### src/rtl/rr_grant_sequencer_4.sv
// Four-requestor round-robin grant sequencer with bounded hold time and a
// one-cycle break-before-make gap between grants; drives a 2-to-4 enable decoder.
module rr_grant_sequencer_4 #(
    parameter  int HOLD_MAX = 16,
    localparam int CW       = $clog2(HOLD_MAX)
) (
    input  logic       clk,
    input  logic       rst,
    input  logic [3:0] req,
    output logic [1:0] grant_idx,
    output logic       grant_en,
    output logic       timeout,
    output logic       busy
);

    localparam logic [1:0] ST_IDLE  = 2'd0;
    localparam logic [1:0] ST_GRANT = 2'd1;
    localparam logic [1:0] ST_GAP   = 2'd2;

    logic [1:0]    state_reg, state_next;
    logic [CW-1:0] cnt_reg, cnt_next;
    logic [1:0]    last_idx_reg, last_idx_next;
    logic [1:0]    grant_idx_reg, grant_idx_next;
    logic          grant_en_reg, grant_en_next;
    logic          timeout_reg, timeout_next;
    logic          busy_reg, busy_next;

    // Candidate indices in search order: last_idx+1, +2, +3, +0 (mod 4).
    logic [1:0] cand [4];
    logic       win_found;
    logic [1:0] win_idx;

    generate
        for (genvar gi = 0; gi < 4; gi++) begin : g_cand
            assign cand[gi] = last_idx_reg + 2'(gi + 1);
        end
    endgenerate

    // Scan from lowest priority upward so the earliest candidate overwrites last.
    always_comb begin
        win_found = 1'b0;
        win_idx   = 2'd0;
        for (int i = 3; i >= 0; i--) begin
            if (req[cand[i]]) begin
                win_found = 1'b1;
                win_idx   = cand[i];
            end
        end
    end

    always_comb begin
        state_next     = state_reg;
        cnt_next       = cnt_reg;
        last_idx_next  = last_idx_reg;
        grant_idx_next = grant_idx_reg;
        timeout_next   = 1'b0;

        case (state_reg)
            ST_IDLE: begin
                cnt_next = '0;
                if (win_found) begin
                    state_next     = ST_GRANT;
                    grant_idx_next = win_idx;
                    last_idx_next  = win_idx;
                end
            end
            ST_GRANT: begin
                // Release takes precedence over the hold limit.
                if (!req[grant_idx_reg]) begin
                    state_next = ST_GAP;
                    cnt_next   = '0;
                end else if (cnt_reg == CW'(HOLD_MAX - 1)) begin
                    state_next   = ST_GAP;
                    cnt_next     = '0;
                    timeout_next = 1'b1;
                end else begin
                    cnt_next = cnt_reg + CW'(1);
                end
            end
            ST_GAP: begin
                cnt_next = '0;
                if (win_found) begin
                    state_next     = ST_GRANT;
                    grant_idx_next = win_idx;
                    last_idx_next  = win_idx;
                end else begin
                    state_next = ST_IDLE;
                end
            end
            default: begin
                state_next = ST_IDLE;
                cnt_next   = '0;
            end
        endcase

        grant_en_next = (state_next == ST_GRANT);
        busy_next     = (state_next != ST_IDLE);
    end

    always_ff @(posedge clk or posedge rst) begin
        if (rst) begin
            state_reg     <= ST_IDLE;
            cnt_reg       <= '0;
            last_idx_reg  <= 2'd3;
            grant_idx_reg <= 2'd0;
            grant_en_reg  <= 1'b0;
            timeout_reg   <= 1'b0;
            busy_reg      <= 1'b0;
        end else begin
            state_reg     <= state_next;
            cnt_reg       <= cnt_next;
            last_idx_reg  <= last_idx_next;
            grant_idx_reg <= grant_idx_next;
            grant_en_reg  <= grant_en_next;
            timeout_reg   <= timeout_next;
            busy_reg      <= busy_next;
        end
    end

    assign grant_idx = grant_idx_reg;
    assign grant_en  = grant_en_reg;
    assign timeout   = timeout_reg;
    assign busy      = busy_reg;

endmodule

### config.mk
export PLATFORM = sky130hd
export DESIGN_NAME = rr_grant_sequencer_4
export DESIGN_NICKNAME = d
export VERILOG_FILES = /design/src/rtl/rr_grant_sequencer_4.sv
export SDC_FILE = /design/constraint.sdc
export NUM_CORES = 1
export LEC_CHECK = 0
export CORE_MARGIN = 2
export CORE_UTILIZATION = 45
export CTS_CLUSTER_DIAMETER = 100
export DETAILED_ROUTE_END_ITERATION = 10
export HOLD_SLACK_MARGIN = 0.06
export PLACE_DENSITY_LB_ADDON = 0.12
export REMOVE_ABC_BUFFERS = 1
export SLEW_MARGIN = 15
export SYNTH_ARGS = -nofsm -noshare
export SYNTH_HDL_FRONTEND = slang
export SYNTH_SLANG_ARGS = --single-unit
### constraint.sdc
create_clock -name clk -period 3.8 [get_ports clk]
set_input_delay 0.76 -clock clk [delete_from_list [all_inputs] [get_ports clk]]
set_output_delay 0.76 -clock clk [all_outputs]
set_load 0.05 [all_outputs]
Word level (Yosys, flattened, before mapping)
Index checks and enable logic that the tools add are counted.

operators by class
  equality and inequality tests = 4
  reduce and logical (&&, ||, !) cells = 4
  order comparisons = 5
  add/sub/neg operators = 4
  muxes and demuxes = 29

operator list
  kind                                                        number
  less-than comparator 2 x 3 -> 1 bit, second input constant  5
  two-way mux 2 bit                                           7
  two-way mux 1 bit                                           13
  two-way mux 4 bit                                           3
  binary-select mux 1 bit (select 2 bit)                      5
  case mux 2 bit (3 select lines)                             1
  adder 2 bit, second input constant                          2
  adder 4 x 1 -> 4 bit, second input constant                 1
  == test 2 x 1 -> 1 bit, second input constant               2
  == test 4 bit, second input constant                        1
  adder 2 x 1 -> 2 bit, second input constant                 1
  == test 2 bit, second input constant                        1
  logical NOT 2 bit                                           1
  AND reduction 2 bit                                         1
  nonzero test 2 bit                                          1
  OR reduction 2 bit                                          1

word-level totals
  flip-flop bits (word level) = 13
  bits of input ports = 6

Depth between registers and ports, before layout
Gate-level depths: netlist (run 1).

  depth after elaboration = 9
  gate-level depth with buffers = 4

Worst setup path before layout (run 1)
Ideal clock, no wire load.

  path type = reg-to-reg
  start point = reg grant_idx_reg[1], in the netlist grant_idx[1]
  end point = reg grant_en_reg, in the netlist grant_en
  cell stages (with the launch flop) = 4
  buffers on the path = 0
  arrival time = 1,481 ps
  setup time = 136 ps
  path slack = 2,183 ps
  data required time = 3,664 ps
  cells stage by stage = dfrtp_1 mux4_1 nand2b_2 o21ai_0

between the ends
  longest elaborated chain between the ends = 5

ends and longest elaborated chain
  item                                     line  RTL
  start: declaration                       23    logic [1:0] grant_idx_reg, grant_idx_next;
  start signal: assignment                 113   grant_idx_reg <= grant_idx_next;
  binary-select mux 1 bit (select 2 bit)   69    if (!req[grant_idx_reg]) begin
  two-way mux 1 bit (not written as such)  69
  two-way mux 2 bit                        69
  case mux 2 bit (3 select lines)          58    case (state_reg)
  == test 2 x 1 -> 1 bit                   96    grant_en_next = (state_next == ST_GRANT);
  net grant_en_next                        24    logic grant_en_reg, grant_en_next;
  end signal: assignment                   114   grant_en_reg <= grant_en_next;
  end: declaration                         24

The timed path passes the listed nets, and every way through them passes these cells. The select of a mux whose other input is x is not followed.
A chain may end at the register's enable or synchronous reset.

Final worst setup path (run 1)
  start point = reg grant_idx_reg[1], in the netlist grant_idx[1]
  end point = out grant_idx[1]

RTL lines
  item              line  RTL
  end: declaration  10    output logic [1:0] grant_idx,

No word-level cell between the ends.

==> impl_metrics.yaml, run 1 <==
run_status:
  status: "completed"
placement:
  gp_congestion: 0.7756
  io_buffers: 10
  place_hpwl_um: 772.2
  post-place-ws_ns: 1.588
global_route:
  grt.total_usage: 0.1613
  grt_pass1_wl_um: 1656
  overflow: 0
  antenna_found_initial: 0
  grt_max_degree: 14
  grt_pass1_vias: 382
synthesis:
  ys_types: 28
  yosysTopAreaCell: "dfrtp_1"
  ys_top_cells_by_area: "dfrtp_1, dfstp_2, mux4_1"
  synth_area_um2: 618.1
  avgSynthCellArea_um2: 10.84
  ys_ff_latch: 13
  yosysWarnings: 0
  syn_inst: 57
  yosysSeqAreaShare: 0.5304
  netlist.area_leader.share: 0.4453
cts:
  cts.sink_count: 13
  post_cts_buffers: 0
  cts_tree: "built"
  cts-htree-levels: 1
  hold_buffers: 0
  clk_path_buf_depth: 2
  cts_repair_resize_count: 0
  root_buffer: "clkbuf_4"
  worstSkewPairLatency_ns: 0.28
  clk_pin_slew_ns: 0.08
  cts_buffers: 3
min_path:
  hp-class: "register to register"
  hold_depth: 2
setup_path:
  rrSetupSlack_ns: 2.43
  ff2ff_path_depth: 3
  arrival_ns: 1.49
  criticalPathCategory: "register to output pin"
  worst-path-buf-inv: 1
  worst_path_dominant_cell_family: "buffers and inverters"
  crit_fanout: 3
  end_kind: "output pin"
  cp.depth: 1
  crit_required_ns: 3.04
  slowest_stage: "clkdlybuf4s50_1"
  critPathLaunchType: "register"
  max_stage_delay_ns: 0.82
  cp_cell_sequence: "clkdlybuf4s50_1"
die:
  die_h_um: 41.06
  initial_core_util: 0.4810
  die_w_um: 41.06
  num_rows: 13
  core_um2: 1285
  pin_count: 11
  die_area_um2: 1686
final_layout:
  largest_register_ffs: 4
  nets: 78
  diodes: 0
  nFillCells: 119
  drive_gt1_frac: 0.1143
  syn_to_final_growth_pct: 22.87
sta:
  finClkSkew_ns: 0.004446
  slew_viol_final: 0
  max_slew.worst_pin.slew_ns: 0.4936
  grt_setup_unrepaired: "no"
  layout_setup_ws_ns: 1.548
  hold_slack_ns: 0.5015
  tns_ns: 0
  fmax_mhz: 444.0
  relSlewSlack: 0.6699
  setup_viol: 0
  layout_min_cycle_time_ns: 2.252
  final_hold_viol_count: 0
  period_share: 0.5927
power:
  powerDensity_nw_per_um2: 761.7
  leakagePower_nw: 0.3382
  vdd_drop_max_uv: 310.0
routing:
  dr.pass1.iters: 2
  drt-total-wl_um: 1070
  ant_nets: 0
  first_iter_violations: 3
  dr_total_vias: 439
  wl_per_cell_um: 12.59
  drc: 0
  routed_via_density: 5.165
flow_run:
  cap_viol_max_count: 0
cell type report:
type	count	area [um2]	share of cell area
multi-input cells	37	264.0	0.3476
clock buffers	4	26.28	0.03460
repair buffers	10	100.1	0.1318
well taps	15	18.77	0.02471
flip-flops and latches	13	327.8	0.4316
inverters	6	22.52	0.02965
layer usage:
| metal | global-route usage | routed length (um) | vias to the layer above |
|---|---|---|---|
| li1 | - | - | 232 |
| met1 | 0.2345 | 562 | 196 |
| met2 | 0.2031 | 448 | 9 |
| met3 | 0.06522 | 48 | 2 |
| met4 | 0.07500 | 11 | 0 |
| met5 | 0 | 0 | - |
cells in the mapped netlist:
| library cell | n |
|---|---|
| ha_1 | 1 |
| mux4_1 | 1 |
| clkbuf_1 | 1 |
| a31oi_1 | 1 |
| xnor2_1 | 1 |
| dfrtp_1 | 11 |
| nand3_1 | 1 |
| a311oi_1 | 1 |
| and3_1 | 2 |
| nand2b_2 | 1 |
| nor3b_1 | 1 |
| nand2b_1 | 3 |
| nor3_1 | 2 |
| o32a_1 | 1 |
| a211oi_1 | 1 |
| inv_1 | 6 |
| a21oi_1 | 1 |
| nor4_1 | 1 |
| o21ai_0 | 3 |
| a32oi_1 | 2 |
| nor2b_1 | 2 |
| nor2_1 | 5 |
| dfstp_2 | 2 |
| nand2_1 | 1 |
| or2_2 | 1 |
| o2bb2ai_1 | 2 |
| or4_4 | 1 |
| a21o_1 | 1 |
tightest hold or removal path, cell delays in order (launching register included):
cell	delay, ns
dfstp_2	0.39
inv_1	0.05
a32oi_1	0.05
kinds of logic (layout without fill, tap and decap cells):
logic type      after synthesis  after routing  share of synthesized area
simple gates                 21             21                     0.1964
compound gates               13             13                     0.1539
flops                        13             13                     0.5304
buf+inv                       7             20                    0.04250
fa+ha+maj                     1              1                    0.02024
xor+xnor                      1              1                    0.01417
mux                           1              1                    0.04252
cells in the final DEF, fill, tap and decap left out, types with 2 or more instances in the layout:
master | synthesis | routed
nor2_1 | 5 | 5
a32oi_1 | 2 | 2
inv_1 | 6 | 6
nor3_1 | 2 | 2
clkdlybuf4s50_1 | 0 | 10
dfstp_2 | 2 | 2
dfrtp_1 | 11 | 11
nor2b_1 | 2 | 2
clkbuf_4 | 0 | 3
o2bb2ai_1 | 2 | 2
nand2b_1 | 3 | 3
and3_1 | 2 | 2
o21ai_0 | 3 | 3
power by group:
part | internal, mW | switching [mW] | total, mW
clock network | 0.0407 | 0.0456 | 0.0864
registers | 0.195 | 0.0377 | 0.233
logic | 0.105 | 0.155 | 0.260
final timing paths:
check / to / start
min in group asynchronous: grant_idx[1]$_DFFE_PP0P_ / rst
worst min-delay path: last_idx_reg[0]$_DFFE_PP1P_ / last_idx_reg[0]$_DFFE_PP1P_
worst min register to register: last_idx_reg[0]$_DFFE_PP1P_ / last_idx_reg[0]$_DFFE_PP1P_
worst max-delay path: grant_idx[1] / grant_idx[1]$_DFFE_PP0P_
max in group asynchronous: last_idx_reg[0]$_DFFE_PP1P_ / rst
worst max register to register: last_idx_reg[1]$_DFFE_PP1P_ / last_idx_reg[1]$_DFFE_PP1P_
metrics by stage:
stage / std cells / utilization / area, um2 / total power [mW]
2_1_floorplan: 56 / - / 614.3 / 0.4170
3_5_place_dp: 81 / 0.5706 / 733.2 / 0.4949
3_3_place_gp: 81 / 0.5706 / 733.2 / 0.4916
4_1_cts: 85 / 0.5910 / 759.5 / 0.5832
5_1_grt: 85 / 0.5910 / 759.5 / 0.6162
6_report: 85 / 0.5910 / 759.5 / 0.5785
(Power assumes the default switching activity.)
==> run 2, diff against run 1 <==
- CORE_UTILIZATION: 45 -> 44
- clock period: 3.8 -> 1.8 ns (I/O delays scaled with it)
==> run 2 against run 1 <==
Net effect: sequential share of layout area shrank 0.56 points; first-iteration DRC count up 130%; cell count increased by 3.5%; clock power grew 100%; non-clock buffer count grew 3; clock skew is 0.0030 ns lower; setup slack got worse by 1.2 ns; global-route usage down 1.3 points; register-to-register slack got worse by 2.0 ns; critical endpoint is now grant_en$_DFF_PP0_; highest routed layer is now met3.
==> impl_metrics.yaml, run 2 (synthesis gave the netlist of run 1 again) <==
run_status:
  status: "completed"
power:
  switching_share: 0.4137
  internal-power_uw: 706.5
  leakagePower_nw: 0.3577
  clockPowerShare: 0.146
  switching_power_uw: 498.6
  power.share.sequential: 0.412
  pwr-share-comb: 0.442
  vdd_drop_max_uv: 897.6
  powerDensity_nw_per_um2: 1566
setup_path:
  critPathLaunchType: "input port"
  crit_start: "req[2]"
  r2r-end: "last_idx_reg[1]$_DFFE_PP1P_"
  end_kind: "register"
  crit_required_ns: 1.95
  ff2ff_path_depth: 3
  crit_fanout: 7
  arrival_ns: 1.65
  rrSetupSlack_ns: 0.41
  r2r-start: "last_idx_reg[1]$_DFFE_PP1P_"
  endpoint: "grant_en$_DFF_PP0_"
  criticalPathCategory: "input port to register"
cts:
  cts-htree-levels: 1
  post_cts_buffers: 0
  root_buffer: "clkbuf_4"
  clk_path_buf_depth: 2
  hold_buffers: 0
  clk_pin_slew_ns: 0.07
  cts_repair_resize_count: 0
  cts_buffers: 3
  cts_tree: "built"
  cts.sink_count: 13
  worstSkewPairLatency_ns: 0.27
routing:
  routed_via_density: 5.375
  first_iter_violations: 7
  drc: 0
  drt-total-wl_um: 1097
  ant_nets: 0
  dr_total_vias: 473
  dr.pass1.iters: 2
  wl_per_cell_um: 12.47
min_path:
  hp-class: "input port to async pin"
sta:
  setup_viol: 0
  slew_viol_final: 0
  grt_setup_unrepaired: "no"
  period_share: 0.8314
  finClkSkew_ns: 0.001456
  relSlewSlack: 0.6817
  fmax_mhz: 668.2
  final_hold_viol_count: 0
  layout_min_cycle_time_ns: 1.497
  max_slew.worst_pin.slew_ns: 0.4770
  tns_ns: 0
final_layout:
  nFillCells: 116
  drive_gt1_frac: 0.2192
  final_cell_mix: "dfrtp_1, buf_4, inv_1"
  final_common_cell: "dfrtp_1"
  nets: 81
  syn_to_final_growth_pct: 24.49
  diodes: 0
  largest_register_ffs: 4
  fin_area_um2: 769.5
  final_util: 0.5913
die:
  core_um2: 1301
  die_area_um2: 1721
  num_rows: 13
  pin_count: 11
  die_h_um: 41.48
  initial_core_util: 0.4750
  die_w_um: 41.48
placement:
  gp_congestion: 0.8602
  place_hpwl_um: 836.3
  io_buffers: 10
  placed_cell_area_um2: 743.2
flow_run:
  cap_viol_max_count: 0
global_route:
  grt.total_usage: 0.1488
  grt_pass1_vias: 436
  antenna_found_initial: 0
  grt_max_degree: 14
  grt_pass1_wl_um: 1918
  overflow: 0
## run 2: cell types whose count changed in the layout (fill, tap and decap cells not counted), sizes merged
cell           before  now
buf                 0    8
clkdlybuf4s50      10    5
## run 2: worst max-delay path, cell delays in order
cell	delay, ns
clkdlybuf4s50_1	0.48
mux4_1	0.57
nand2b_2	0.15
o21ai_0	0.09
## run 2: metrics by stage
stage | hold slack, ns | total power, mW | cells | setup slack, ns
after CTS | 0.4164 | 1.221 | 88 | 0.3127
after floorplan | 0.2355 | 0.8803 | 56 | 0.1909
after global routing | 0.4527 | 1.292 | 88 | 0.2146
after global placement | 0.4814 | 1.031 | 84 | 0.03663
final | 0.4011 | 1.205 | 88 | 0.3034
after detailed placement | 0.4812 | 1.039 | 84 | 0.008255
## run 2: cell type report
class                   instances  area, um2  area share
inverters                       6      22.52     0.02927
repair buffers                 13      110.1      0.1431
clock buffers                   4      26.28     0.03415
multi-input cells              37      264.0      0.3431
well taps                      15      18.77     0.02439
flip-flops and latches         13      327.8      0.4260
## run 2: worst min-delay path by stage
stage / slack, ns / end / depth (start not counted) / from
6_report: 0.40 / grant_en$_DFF_PP0_ / 2 / rst
3_3_place_gp: 0.48 / last_idx_reg[0]$_DFFE_PP1P_ / 2 / last_idx_reg[0]$_DFFE_PP1P_
4_1_cts: 0.42 / busy$_DFF_PP0_ / 2 / rst
2_1_floorplan: 0.24 / busy$_DFF_PP0_ / 1 / rst
5_1_grt: 0.45 / state_reg[0]$_DFF_PP0_ / 2 / rst
3_5_place_dp: 0.48 / last_idx_reg[0]$_DFFE_PP1P_ / 2 / last_idx_reg[0]$_DFFE_PP1P_
## run 2: metal layers
layer | vias up | global-route usage | routed length, um
met4 | 0 | 0.03871 | 0
met3 | 0 | 0.07826 | 66
met5 | - | 0 | 0
met1 | 224 | 0.1977 | 552
li1 | 238 | - | -
met2 | 11 | 0.2125 | 478
## run 2: power groups by stage
stage / combinational (mW) / clock (mW) / sequential (mW)
2_1_floorplan: 0.246 / 0 / 0.634
3_3_place_gp: 0.533 / 0 / 0.498
3_5_place_dp: 0.538 / 0 / 0.502
4_1_cts: 0.541 / 0.185 / 0.496
5_1_grt: 0.581 / 0.200 / 0.511
6_report: 0.533 / 0.176 / 0.496
==> edit: new RTL, settings of run 2 <==
Change the parameter `HOLD_MAX` from 16 to 32.
--- a/src/rtl/rr_grant_sequencer_4.sv
+++ b/src/rtl/rr_grant_sequencer_4.sv
@@ -2,5 +2,5 @@
 // one-cycle break-before-make gap between grants; drives a 2-to-4 enable decoder.
 module rr_grant_sequencer_4 #(
-    parameter  int HOLD_MAX = 16,
+    parameter  int HOLD_MAX = 32,
     localparam int CW       = $clog2(HOLD_MAX)
 ) (
Formal check against the unedited RTL: same outputs for any inputs over 10 cycles, from zero or initial values and one cycle with rst high; that may be too few to reach the edited logic, so the function may still have changed.
==> edit against run 2 <==
Sequential cell count grew 1. Setup slack worse by 0.012 ns. Critical path depth is 2 higher. Non-clock buffer count rose by 5. Area after synthesis increased by 2.8%. Via count up 2.7%. Wire length up 6.8%. Die area increased by 2.5%. Power rose by 10%. Cell area is 8.9% higher. Largest power group unchanged.
==> edit: results (changes against run 2) <==
total half-perimeter wirelength after legalization and detailed placement=901 µm (was 836 µm); crit path DAT=1.68 ns (was 1.65 ns); Reg2Reg Setup Slack=0.35 ns (was 0.41 ns); flip-flop count of the largest register, all copies and words added=5 (was 4); top fanout value on the critical path=4 (was 7); clk slew on worst S/H paths=0.09 ns (was 0.07 ns); worst min-delay path class=primary input to async pin (unchanged); post-detailed-route wirelength per cell=12.6 µm (was 12.5 µm); top post-synthesis cells by count=12 x dfrtp_1, 5 x inv_1, 5 x nor2_1 (was 11 x dfrtp_1, 6 x inv_1, 5 x nor2_1); number of cells in the design after placement=89 (was 84); Final #Nets=87 (was 81); routing usage on met2=26.6% (was 21.3%); Resize count post-CTS=0 (unchanged); Starting DRT DRC Count=8 (was 7); maximum number of pins on one net before global-route repair=15 (was 14); final-layout fill cell count=108 (was 116); area after detailed placement=802 µm² (was 743 µm²); Clock Skews=0.0119 ns (was 0.00146 ns); Non-Filler Instances=93 (was 88); gpl congestion=0.794 (was 0.860); met1 GRT Util=17.1% (was 19.8%); result of the run=finished, final reports clean (unchanged); Global Route met3 Usage=5.60% (was 7.83%); worst stage delay on the critical path=0.46 ns (was 0.57 ns); largest vdd supply drop=828 µV (was 898 µV); cell count after synthesis=56 (was 57); transition time at the pin with the least slew margin=0.519 ns (was 0.477 ns); fraction of registers with async set or reset after synthesis=100% (unchanged); main area contributors after synthesis=dfrtp_1 47%, dfstp_2 8.3%, ha_1 3.9% (was dfrtp_1 45%, dfstp_2 8.5%, mux4_1 4.3%); standby leakage power=0.414 nW (was 0.358 nW); Crit-path slowest cell=clkdlybuf4s50_1 (was mux4_1); antenna violations before repair=0 (unchanged); R2R cell count=6 (was 3); Hold WS=0.396 ns (was 0.401 ns); layout cell share with drive strength beyond 1=28.2% (was 21.9%); vias in the first global route=489 (was 436)
## edit: cell types whose count changed after synthesis, sizes merged, moves of 2 or more
cell,before,now
and2,0,3
o21ai,3,0
a21boi,0,2
a2bb2oi,0,2
a32oi,2,0
nand2,1,3
nand2b,4,2
o2bb2ai,2,0
## edit: cells by family after synthesis
family / after synthesis / synth area share (%)
simple gates: 21 / 17.7
flops: 14 / 55.5
compound gates: 11 / 13.6
buf+inv: 5 / 2.95
xor+xnor: 2 / 2.76
fa+ha+maj: 2 / 3.94
mux: 1 / 3.54
## edit: layout make-up
cell class	instances	area [µm²]	share of cell area, %
tap	15	18.8	2.24
timing repair buffer	18	148	17.6
clock buffer	4	36.3	4.33
multi-input combinational	37	264	31.5
sequential	14	353	42.1
inverter	5	18.8	2.24
## edit: final timing paths
| check | startpoint | endpoint |
|---|---|---|
| min in group clk | cnt_reg[0] | cnt_reg[0] |
| max in group asynchronous | rst | last_idx_reg[1] |
| min | rst | state_reg[1] |
| min reg2reg | cnt_reg[0] | cnt_reg[0] |
| max | req[1] | grant_idx[1] |
| max reg2reg | cnt_reg[0] | cnt_reg[3] |
## edit: worst max-delay path: cells and delay by family
kind                   cells  cell delay, ns
AO/OA/AOI/OAI              2            0.21
buffers and inverters      3            0.78
AND/OR/NAND/NOR            1            0.32
## edit: layer usage
metal / vias up / wire length [µm]
li1: 238 / -
met1: 235 / 532
met2: 9 / 565
met3: 4 / 52
met4: 0 / 22
met5: - / 0
## edit: where the power goes
| group | switching (mW) | total (mW) | internal, mW |
|---|---|---|---|
| combinational | 0.325 | 0.582 | 0.257 |
| clock | 0.102 | 0.225 | 0.123 |
| sequential | 0.0883 | 0.523 | 0.435 |
